`config.mk`:
```
export PLATFORM = sky130hd
export DESIGN_NAME = fofb_setpoint_streamer
export DESIGN_NICKNAME = d
export VERILOG_FILES = /design/src/rtl/fofb_setpoint_streamer.sv
export SDC_FILE = /design/constraint.sdc
export NUM_CORES = 2
export LEC_CHECK = 0
export CAP_MARGIN = 20
export CORE_MARGIN = 8
export CORE_UTILIZATION = 40
export CTS_CLUSTER_DIAMETER = 40
export DETAILED_ROUTE_END_ITERATION = 7
export PLACE_DENSITY = 0.62
export SYNTH_ARGS = -nofsm -noshare
export SYNTH_HDL_FRONTEND = slang
export SYNTH_SLANG_ARGS = --single-unit
```
`constraint.sdc`:
```
create_clock -name clk -period 3.01 [get_ports clk]
set_clock_uncertainty 0.2 [all_clocks]
set_input_delay 0.602 -clock clk [delete_from_list [all_inputs] [get_ports clk]]
set_output_delay 0.602 -clock clk [all_outputs]
set_load 0.005 [all_outputs]
```
`src/rtl/fofb_setpoint_streamer.sv`:
```
// FOFB setpoint streamer: double-buffered per-channel setpoint bank, written by the CPU through
// strobed GPIO, streamed as one AXI-Stream frame of CHANNEL_COUNT words per FOFB trigger.
// Optional output clamp enabled by defining SETPOINT_CLIP_EN.
module fofb_setpoint_streamer #(
  parameter int unsigned        CHANNEL_COUNT  = 24,
  parameter logic signed [31:0] SETPOINT_LIMIT = 32'sd524287
) (
  input  logic        clk,
  input  logic        rst_n,
  input  logic [31:0] GPIO_OUT,
  input  logic        csrStrobe,
  input  logic        indexStrobe,
  input  logic        dataStrobe,
  input  logic        commitStrobe,
  input  logic        fofbTrigger,
  output logic [31:0] status,
  output logic        M_AXIS_TVALID,
  output logic [31:0] M_AXIS_TDATA,
  output logic        M_AXIS_TLAST,
  output logic [7:0]  M_AXIS_TUSER,
  input  logic        M_AXIS_TREADY
);

  localparam int unsigned IdxW    = $clog2(CHANNEL_COUNT);
  localparam logic [7:0]  LastIdx = 8'(CHANNEL_COUNT - 1);

  typedef enum logic [0:0] {StIdle, StStream} state_e;

  state_e      state_q, state_d;
  logic [31:0] shadow_q [CHANNEL_COUNT];
  logic [31:0] shadow_d [CHANNEL_COUNT];
  logic [31:0] active_q [CHANNEL_COUNT];
  logic [31:0] active_d [CHANNEL_COUNT];
  logic [7:0]  wr_idx_q, wr_idx_d;
  logic        enable_q, enable_d;
  logic        commit_pending_q, commit_pending_d;
  logic        clip_flag_q, clip_flag_d;
  logic [7:0]  frame_cnt_q, frame_cnt_d;
  logic [15:0] overrun_cnt_q, overrun_cnt_d;
  logic        tvalid_q, tvalid_d;
  logic [31:0] tdata_q, tdata_d;
  logic        tlast_q, tlast_d;
  logic [7:0]  tuser_q, tuser_d;

  logic        handshake;
  logic        last_handshake;
  logic        load_en;
  logic [31:0] raw_word;
  logic [31:0] out_word;
  logic        clip_hit;
  logic [7:0]  next_idx;

  // Output word conditioning: optional symmetric clamp at the output register.
`ifdef SETPOINT_CLIP_EN
  localparam logic signed [31:0] NegLimit = -SETPOINT_LIMIT;

  always_comb begin
    out_word = raw_word;
    clip_hit = 1'b0;
    if ($signed(raw_word) > SETPOINT_LIMIT) begin
      out_word = SETPOINT_LIMIT;
      clip_hit = 1'b1;
    end else if ($signed(raw_word) < NegLimit) begin
      out_word = NegLimit;
      clip_hit = 1'b1;
    end
  end
`else
  logic unused_limit;
  assign unused_limit = ^SETPOINT_LIMIT;

  always_comb begin
    out_word = raw_word;
    clip_hit = 1'b0;
  end
`endif

  // Next-state logic for CPU bank access, frame sequencing and counters.
  always_comb begin
    state_d          = state_q;
    shadow_d         = shadow_q;
    active_d         = active_q;
    wr_idx_d         = wr_idx_q;
    enable_d         = enable_q;
    commit_pending_d = commit_pending_q;
    clip_flag_d      = clip_flag_q;
    frame_cnt_d      = frame_cnt_q;
    overrun_cnt_d    = overrun_cnt_q;
    tvalid_d         = tvalid_q;
    tdata_d          = tdata_q;
    tlast_d          = tlast_q;
    tuser_d          = tuser_q;
    load_en          = 1'b0;
    raw_word         = '0;
    next_idx         = tuser_q + 8'd1;
    handshake        = tvalid_q && M_AXIS_TREADY;
    last_handshake   = handshake && tlast_q;

    // Shadow write uses the old index; a simultaneous index load overrides the increment.
    if (dataStrobe) begin
      shadow_d[wr_idx_q[IdxW-1:0]] = GPIO_OUT;
      wr_idx_d = (wr_idx_q == LastIdx) ? 8'd0 : wr_idx_q + 8'd1;
    end
    if (indexStrobe) begin
      wr_idx_d = (GPIO_OUT[7:0] > LastIdx) ? 8'd0 : GPIO_OUT[7:0];
    end

    // Commits are deferred while streaming so a frame never mixes banks.
    if (commitStrobe) begin
      if (state_q == StIdle) begin
        active_d = shadow_q;
      end else begin
        commit_pending_d = 1'b1;
      end
    end
    if (last_handshake && (commit_pending_q || commitStrobe)) begin
      active_d         = shadow_q;
      commit_pending_d = 1'b0;
    end

    case (state_q)
      StIdle: begin
        if (fofbTrigger && enable_q) begin
          state_d  = StStream;
          tvalid_d = 1'b1;
          tuser_d  = 8'd0;
          tlast_d  = (LastIdx == 8'd0);
          load_en  = 1'b1;
          // A commit in the trigger cycle takes effect for this frame.
          raw_word = commitStrobe ? shadow_q[0] : active_q[0];
        end
      end
      StStream: begin
        if (fofbTrigger) begin
          overrun_cnt_d = (overrun_cnt_q == 16'hFFFF) ? overrun_cnt_q : overrun_cnt_q + 16'd1;
        end
        if (handshake) begin
          if (tlast_q) begin
            state_d     = StIdle;
            tvalid_d    = 1'b0;
            tlast_d     = 1'b0;
            tuser_d     = 8'd0;
            tdata_d     = '0;
            frame_cnt_d = frame_cnt_q + 8'd1;
          end else begin
            tuser_d  = next_idx;
            tlast_d  = (next_idx == LastIdx);
            load_en  = 1'b1;
            raw_word = active_q[next_idx[IdxW-1:0]];
          end
        end
      end
      default: state_d = StIdle;
    endcase

    if (load_en) begin
      tdata_d = out_word;
      if (clip_hit) begin
        clip_flag_d = 1'b1;
      end
    end

    // Clear has priority over any increment in the same cycle.
    if (csrStrobe) begin
      enable_d = GPIO_OUT[31];
      if (GPIO_OUT[30]) begin
        frame_cnt_d   = '0;
        overrun_cnt_d = '0;
        clip_flag_d   = 1'b0;
      end
    end
  end

  // State and output registers.
  always_ff @(posedge clk or negedge rst_n) begin
    if (!rst_n) begin
      state_q          <= StIdle;
      shadow_q         <= '{default: '0};
      active_q         <= '{default: '0};
      wr_idx_q         <= '0;
      enable_q         <= 1'b0;
      commit_pending_q <= 1'b0;
      clip_flag_q      <= 1'b0;
      frame_cnt_q      <= '0;
      overrun_cnt_q    <= '0;
      tvalid_q         <= 1'b0;
      tdata_q          <= '0;
      tlast_q          <= 1'b0;
      tuser_q          <= '0;
    end else begin
      state_q          <= state_d;
      shadow_q         <= shadow_d;
      active_q         <= active_d;
      wr_idx_q         <= wr_idx_d;
      enable_q         <= enable_d;
      commit_pending_q <= commit_pending_d;
      clip_flag_q      <= clip_flag_d;
      frame_cnt_q      <= frame_cnt_d;
      overrun_cnt_q    <= overrun_cnt_d;
      tvalid_q         <= tvalid_d;
      tdata_q          <= tdata_d;
      tlast_q          <= tlast_d;
      tuser_q          <= tuser_d;
    end
  end

  assign status = {enable_q, (state_q == StStream), commit_pending_q, clip_flag_q, 4'b0000,
                   frame_cnt_q, overrun_cnt_q};

  assign M_AXIS_TVALID = tvalid_q;
  assign M_AXIS_TDATA  = tdata_q;
  assign M_AXIS_TLAST  = tlast_q;
  assign M_AXIS_TUSER  = tuser_q;

endmodule

```
After elaboration in Yosys (flattened, before gate mapping)

Index checks and enable logic that the tools add are counted.
Widths: inputs -> output; s select.

Input port bits: 40
Word-level logic and storage cells: 146
Register bits after elaboration: 1613
Output and inout port bits: 74

Equal/unequal tests: 7
Reduce and logical (&&, ||, !) cells: 17
Add/subtract/negate cells: 4
$lt $le $gt $ge: 4
Bitwise gates (word level): 3
Mux-type cells: 53

Operator list:

| operator              | count |
|---|---|
| $mux 768              | 3 |
| $bwmux 768            | 1 |
| $mux 32               | 11 |
| $bmux 32 s5           | 1 |
| $demux 32 s5          | 1 |
| $mux 8                | 12 |
| $mux 16               | 5 |
| $pmux 32 s2           | 1 |
| $add 8x1->8 const B   | 3 |
| $add 16x1->16 const B | 1 |
| $eq 16x16->1 const B  | 1 |
| $eq 8x5->1 const B    | 2 |
| $pmux 8 s2            | 1 |
| $mux 1                | 13 |
| $ge 6x6->1 const B    | 2 |
| $not 5->6             | 2 |
| $reduce_bool 2->1     | 6 |
| $gt 8x5->1 const B    | 1 |
| $ne 2x1->1 const B    | 4 |
| $pmux 1 s2            | 4 |
| $lt 6x1->1 const B    | 1 |
| $reduce_and 2->1      | 3 |
| $reduce_and 3->1      | 2 |
| $logic_and 1x1->1     | 5 |
| other kinds (2)       | 2 |

Longest topological paths before layout

Depth after elaboration: 9
Gate-level depth with buffers: 11
Gate-level depth less buffers: 7

Worst setup path after synthesis

No wires, ideal clock.

Path kind: flip-flop to flip-flop
Start point: register tuser_q[0], in the netlist M_AXIS_TUSER[0]
End point: register tdata_q[0], in the netlist M_AXIS_TDATA[0]
Library setup time: 0.120 ns
Period minus slack after synthesis: 2.901 ns
Data required time: 2.690 ns
Stages on the path, launching flop included: 12
Data arrival time: 2.582 ns
Slack: 0.109 ns
Buffers on the path: 5
Cell sequence: dfrtp_1 > buf_4 > buf_4 > buf_2 > inv_1 > ha_1 > buf_2 > clkbuf_1 > mux4_2 > o21ai_0 > o211ai_1 > a31o_1

Longest elaborated chain between the ends: 9

RTL lines:

| item                                       | line | source |
|---|---|---|
| from (decl)                                | 43   | `logic [7:0] tuser_q, tuser_d;` |
| from (signal assigned)                     | 203  | `tuser_q <= tuser_d;` |
| $add 8x1->8                                | 95   | `next_idx = tuser_q + 8'd1;` |
| $not 5->6 (not written as such)            | 149  | `raw_word = active_q[next_idx[IdxW-1:0]];` |
| $bmux 32 s5                                | 149  |  |
| $mux 32 (not written as such) (2 in a row) | 149  |  |
| $mux 32                                    | 138  | `if (tlast_q) begin` |
| $mux 32                                    | 137  | `if (handshake) begin` |
| $pmux 32 s2                                | 121  | `case (state_q)` |
| $mux 32                                    | 156  | `if (load_en) begin` |
| to (signal assigned)                       | 201  | `tdata_q <= tdata_d;` |
| to (decl)                                  | 41   | `logic [31:0] tdata_q, tdata_d;` |

Every way passes these cells. The select of a mux whose other input is x is not followed.
A chain may end at the register's enable or synchronous reset.

Worst setup path after layout

Start point: register tuser_q[0], in the netlist M_AXIS_TUSER[0]
End point: output M_AXIS_TUSER[0]

RTL lines:

| item      | line | source |
|---|---|---|
| to (decl) | 20   | `output logic [7:0] M_AXIS_TUSER,` |

No word-level cell between the ends.

==> results.yml <==
yosys:
  yosysWarnings: 0
  synthFlopType: "dfrtp_1"
  synth_edf_count: 0
  ys_ff_latch: 1613
  async_flop_share_pct: 100
  synth-seq-area-share_pct: 59.8
  synth_area_per_cell_um2: 15.5
  yosysUniqueCellTypes: 62
  netlist_area_mm2: 0.0675
  synth_cells: 4348
place:
  io_buffer_count: 108
  gp_congestion: 0.785
  place_ws_ps: 63.8
  dp_hpwl_mm: 108
global_routing:
  antenna_found_initial: 8
  grt_pass1_wl_mm: 264
  gr-total-overflow: 0
  grt_pass1_vias: 40600
  globalRouteTotalUtil_pct: 19.0
  grt_max_degree: 110
power:
  power_density_mw_per_mm2: 866
  power.leakage_uw: 0.0385
  vdd_drop_max_v: 0.000767
drt:
  post_drt_wl_per_cell_um: 24.3
  via_count: 37700
  via_per_inst: 5.37
  wirelength_mm: 171
  drc: 0
  drt_iter0_markers: 2257
  dr.pass1.iters: 5
  final_antenna_net_count: 0
clock_network:
  clk_pin_slew_ps: 50
  clkLatencyLatePin_ps: 840
  cts_inserted_buffers: 209
  cts.sinks: 1613
  cts_tree: "yes"
  clock_path_buffers: 3
  root_buffer: "clkbuf_16"
  cts_max_level: 4
timing:
  hold_viol_final: 0
  fin_crit_ps: 2900
  fmax_ghz: 0.345
  slew_headroom_pct: 48.5
  drv_slew: 0
  setup_viol: 0
  fin_ws_ps: 114
  finalSetupTns_ps: 0
  rsz0062_at_grt: "no"
  period_share_pct: 96.2
  max_slew.worst_pin.slew_ps: 772
layout:
  fillers: 14200
  seq_area_mm2: 0.0404
  multiInputGateArea_mm2: 0.0255
  areaGrowthSynthToFinish_pct: 20.3
  drive_gt1_share_pct: 50.3
  nNetsFinal: 4692
  layout_common_cells: "dfrtp_1, mux2_2, clkbuf_16"
  mostFrequentLayoutCell: "dfrtp_1"
critical_path:
  cp_cell_sequence: "buf_16 -> clkdlybuf4s50_1"
  cp_max_fo: 17
  ff2ff_setup_slack_ps: 170
  r2r_cells: 7
  cp_slowest_stage_delay_ps: 530
  cp_data_arrival_time_ps: 2090
  crit_buf_inv: 2
  start_kind: "flop"
  r2r_end: "M_AXIS_TDATA[19]"
  worst_ep_required_time_ps: 2210
  critPathKind: "reg2out"
  crit_family: "buffers and inverters"
  cpMaxStageDelayCell: "clkdlybuf4s50_1"
  end_kind: "output pin"
  r2r-start: "M_AXIS_TUSER[0]"
floorplanning:
  rows: 150
  dieArea_mm2: 0.182
  die_h_um: 427
  core_region_area_mm2: 0.167
  die_w_um: 427
  io_pins: 114
  initial_utilization_pct: 40.3
run:
  cap_violations: 0
status:
  outcome: "complete, no violations"
worst_hold_path:
  hold_class: "in2async"
[Yosys cell counts (all sizes together), types with 2 or more instances]
cell / n / share of area [%]
xor2: 9 / 0.12
mux2: 1537 / 26
a22o: 2 / 0.026
a31oi: 34 / 0.31
nand3: 48 / 0.36
xnor2: 17 / 0.22
dfrtp: 1613 / 60
nor4: 3 / 0.028
mux2i: 33 / 0.49
a31o: 31 / 0.40
nand2b: 3 / 0.028
nor3: 7 / 0.059
mux4: 192 / 6.4
a311oi: 3 / 0.039
nor2b: 3 / 0.028
buf: 220 / 2.0
a211oi: 6 / 0.074
nor2: 52 / 0.32
nand4: 12 / 0.11
a21oi: 18 / 0.13
or2: 2 / 0.019
ha: 8 / 0.15
and4: 2 / 0.026
and3: 4 / 0.037
inv: 42 / 0.23
clkbuf: 110 / 0.63
a21o: 3 / 0.033
or3: 4 / 0.037
o21a: 2 / 0.022
o21ai: 74 / 0.55
nand2: 201 / 1.1
o211ai: 33 / 0.37
[worst max path at each step]
stage	depth (start not counted)	from	endpoint	slack, ps
floorplan	11	M_AXIS_TUSER[0]	M_AXIS_TDATA[0]	110
global placement	9	dataStrobe	shadow_q[529]	7
detailed placement	7	M_AXIS_TUSER[0]	M_AXIS_TDATA[19]	60
CTS	1	enable_q	status[31]	0.6
global route	2	M_AXIS_TUSER[0]	M_AXIS_TUSER[0]	20
finish	2	M_AXIS_TUSER[0]	M_AXIS_TUSER[0]	110
[registers in the layout, indices dropped and copies added (netlist names)]
name and count:
active_q 768, shadow_q 768, M_AXIS_TDATA 32, overrun_cnt_q 16
M_AXIS_TUSER 8, frame_cnt_q 8, wr_idx_q 8, M_AXIS_TLAST 1
M_AXIS_TVALID 1, commit_pending_q 1, enable_q 1, state_q 1
[layer usage]
layer,global-route usage [%],vias up,part of all wire (%)
met2,32.3,593,51
met4,5.19,0,2.3
met5,0,-,0
met1,25.6,20500,44
li1,-,16400,-
met3,2.51,241,3.0
[repair_timing]
item	CTS	global route
setup buffers	1	0
gates resized for setup	1	1
gates cloned	1	0
pin swaps	0	1
endpoints found under the setup margin	1	1
hold buffers	2	0
hold endpoints to repair	675	0
[through the flow]
stage | cells | utilization [%] | hold WS (ps) | power, uW | instance area (um2)
6_report | 7028 | 48.5 | 141 | 70400 | 81300
5_1_grt | 7028 | 48.5 | 130 | 73500 | 81300
4_1_cts | 7027 | 48.5 | 97.7 | 71200 | 81200
3_5_place_dp | 6634 | 44.0 | 275 | 44900 | 73700
3_3_place_gp | 6634 | 44.0 | 264 | 44500 | 73700
2_1_floorplan | 4352 | - | 106 | 37400 | 67500
[final cells by class]
type / instances / share of cell area, %
inverter: 42 / 0.194
sequential: 1613 / 49.7
multi-input combinational: 2367 / 31.4
clock inverter: 129 / 2.12
tap: 2204 / 3.39
clock buffer: 261 / 7.06
antenna: 1 / 0.00308
timing repair buffer: 411 / 6.15
[worst reg2reg max path, cell delays in order (launching register included)]
cell and delay, ps:
dfrtp_4 540, ha_2 270, nor2b_1 290, a211oi_4 90
buf_12 200, o21ai_0 540, o211ai_1 290, a31o_1 290
[cells by family after synthesis]
group | share of synthesized area, %
muxes | 32.5
DFF | 59.8
buffers and inverters | 2.84
and+or+nand+nor | 2.26
AOI/OAI and AO/OA | 2.11
xor gates and xnor gates | 0.337
adders and majority gates | 0.148
other | 0.00555
[power breakdown]
part	total (uW)	switching [uW]	leakage [uW]	internal, uW
Combinational	16800	8390	0.0132	8370
Sequential	27600	2080	0.0217	25500
Clock	26100	10000	0.00358	16000
Total	70400	20500	0.0385	49900
(Power assumes the default switching activity.)
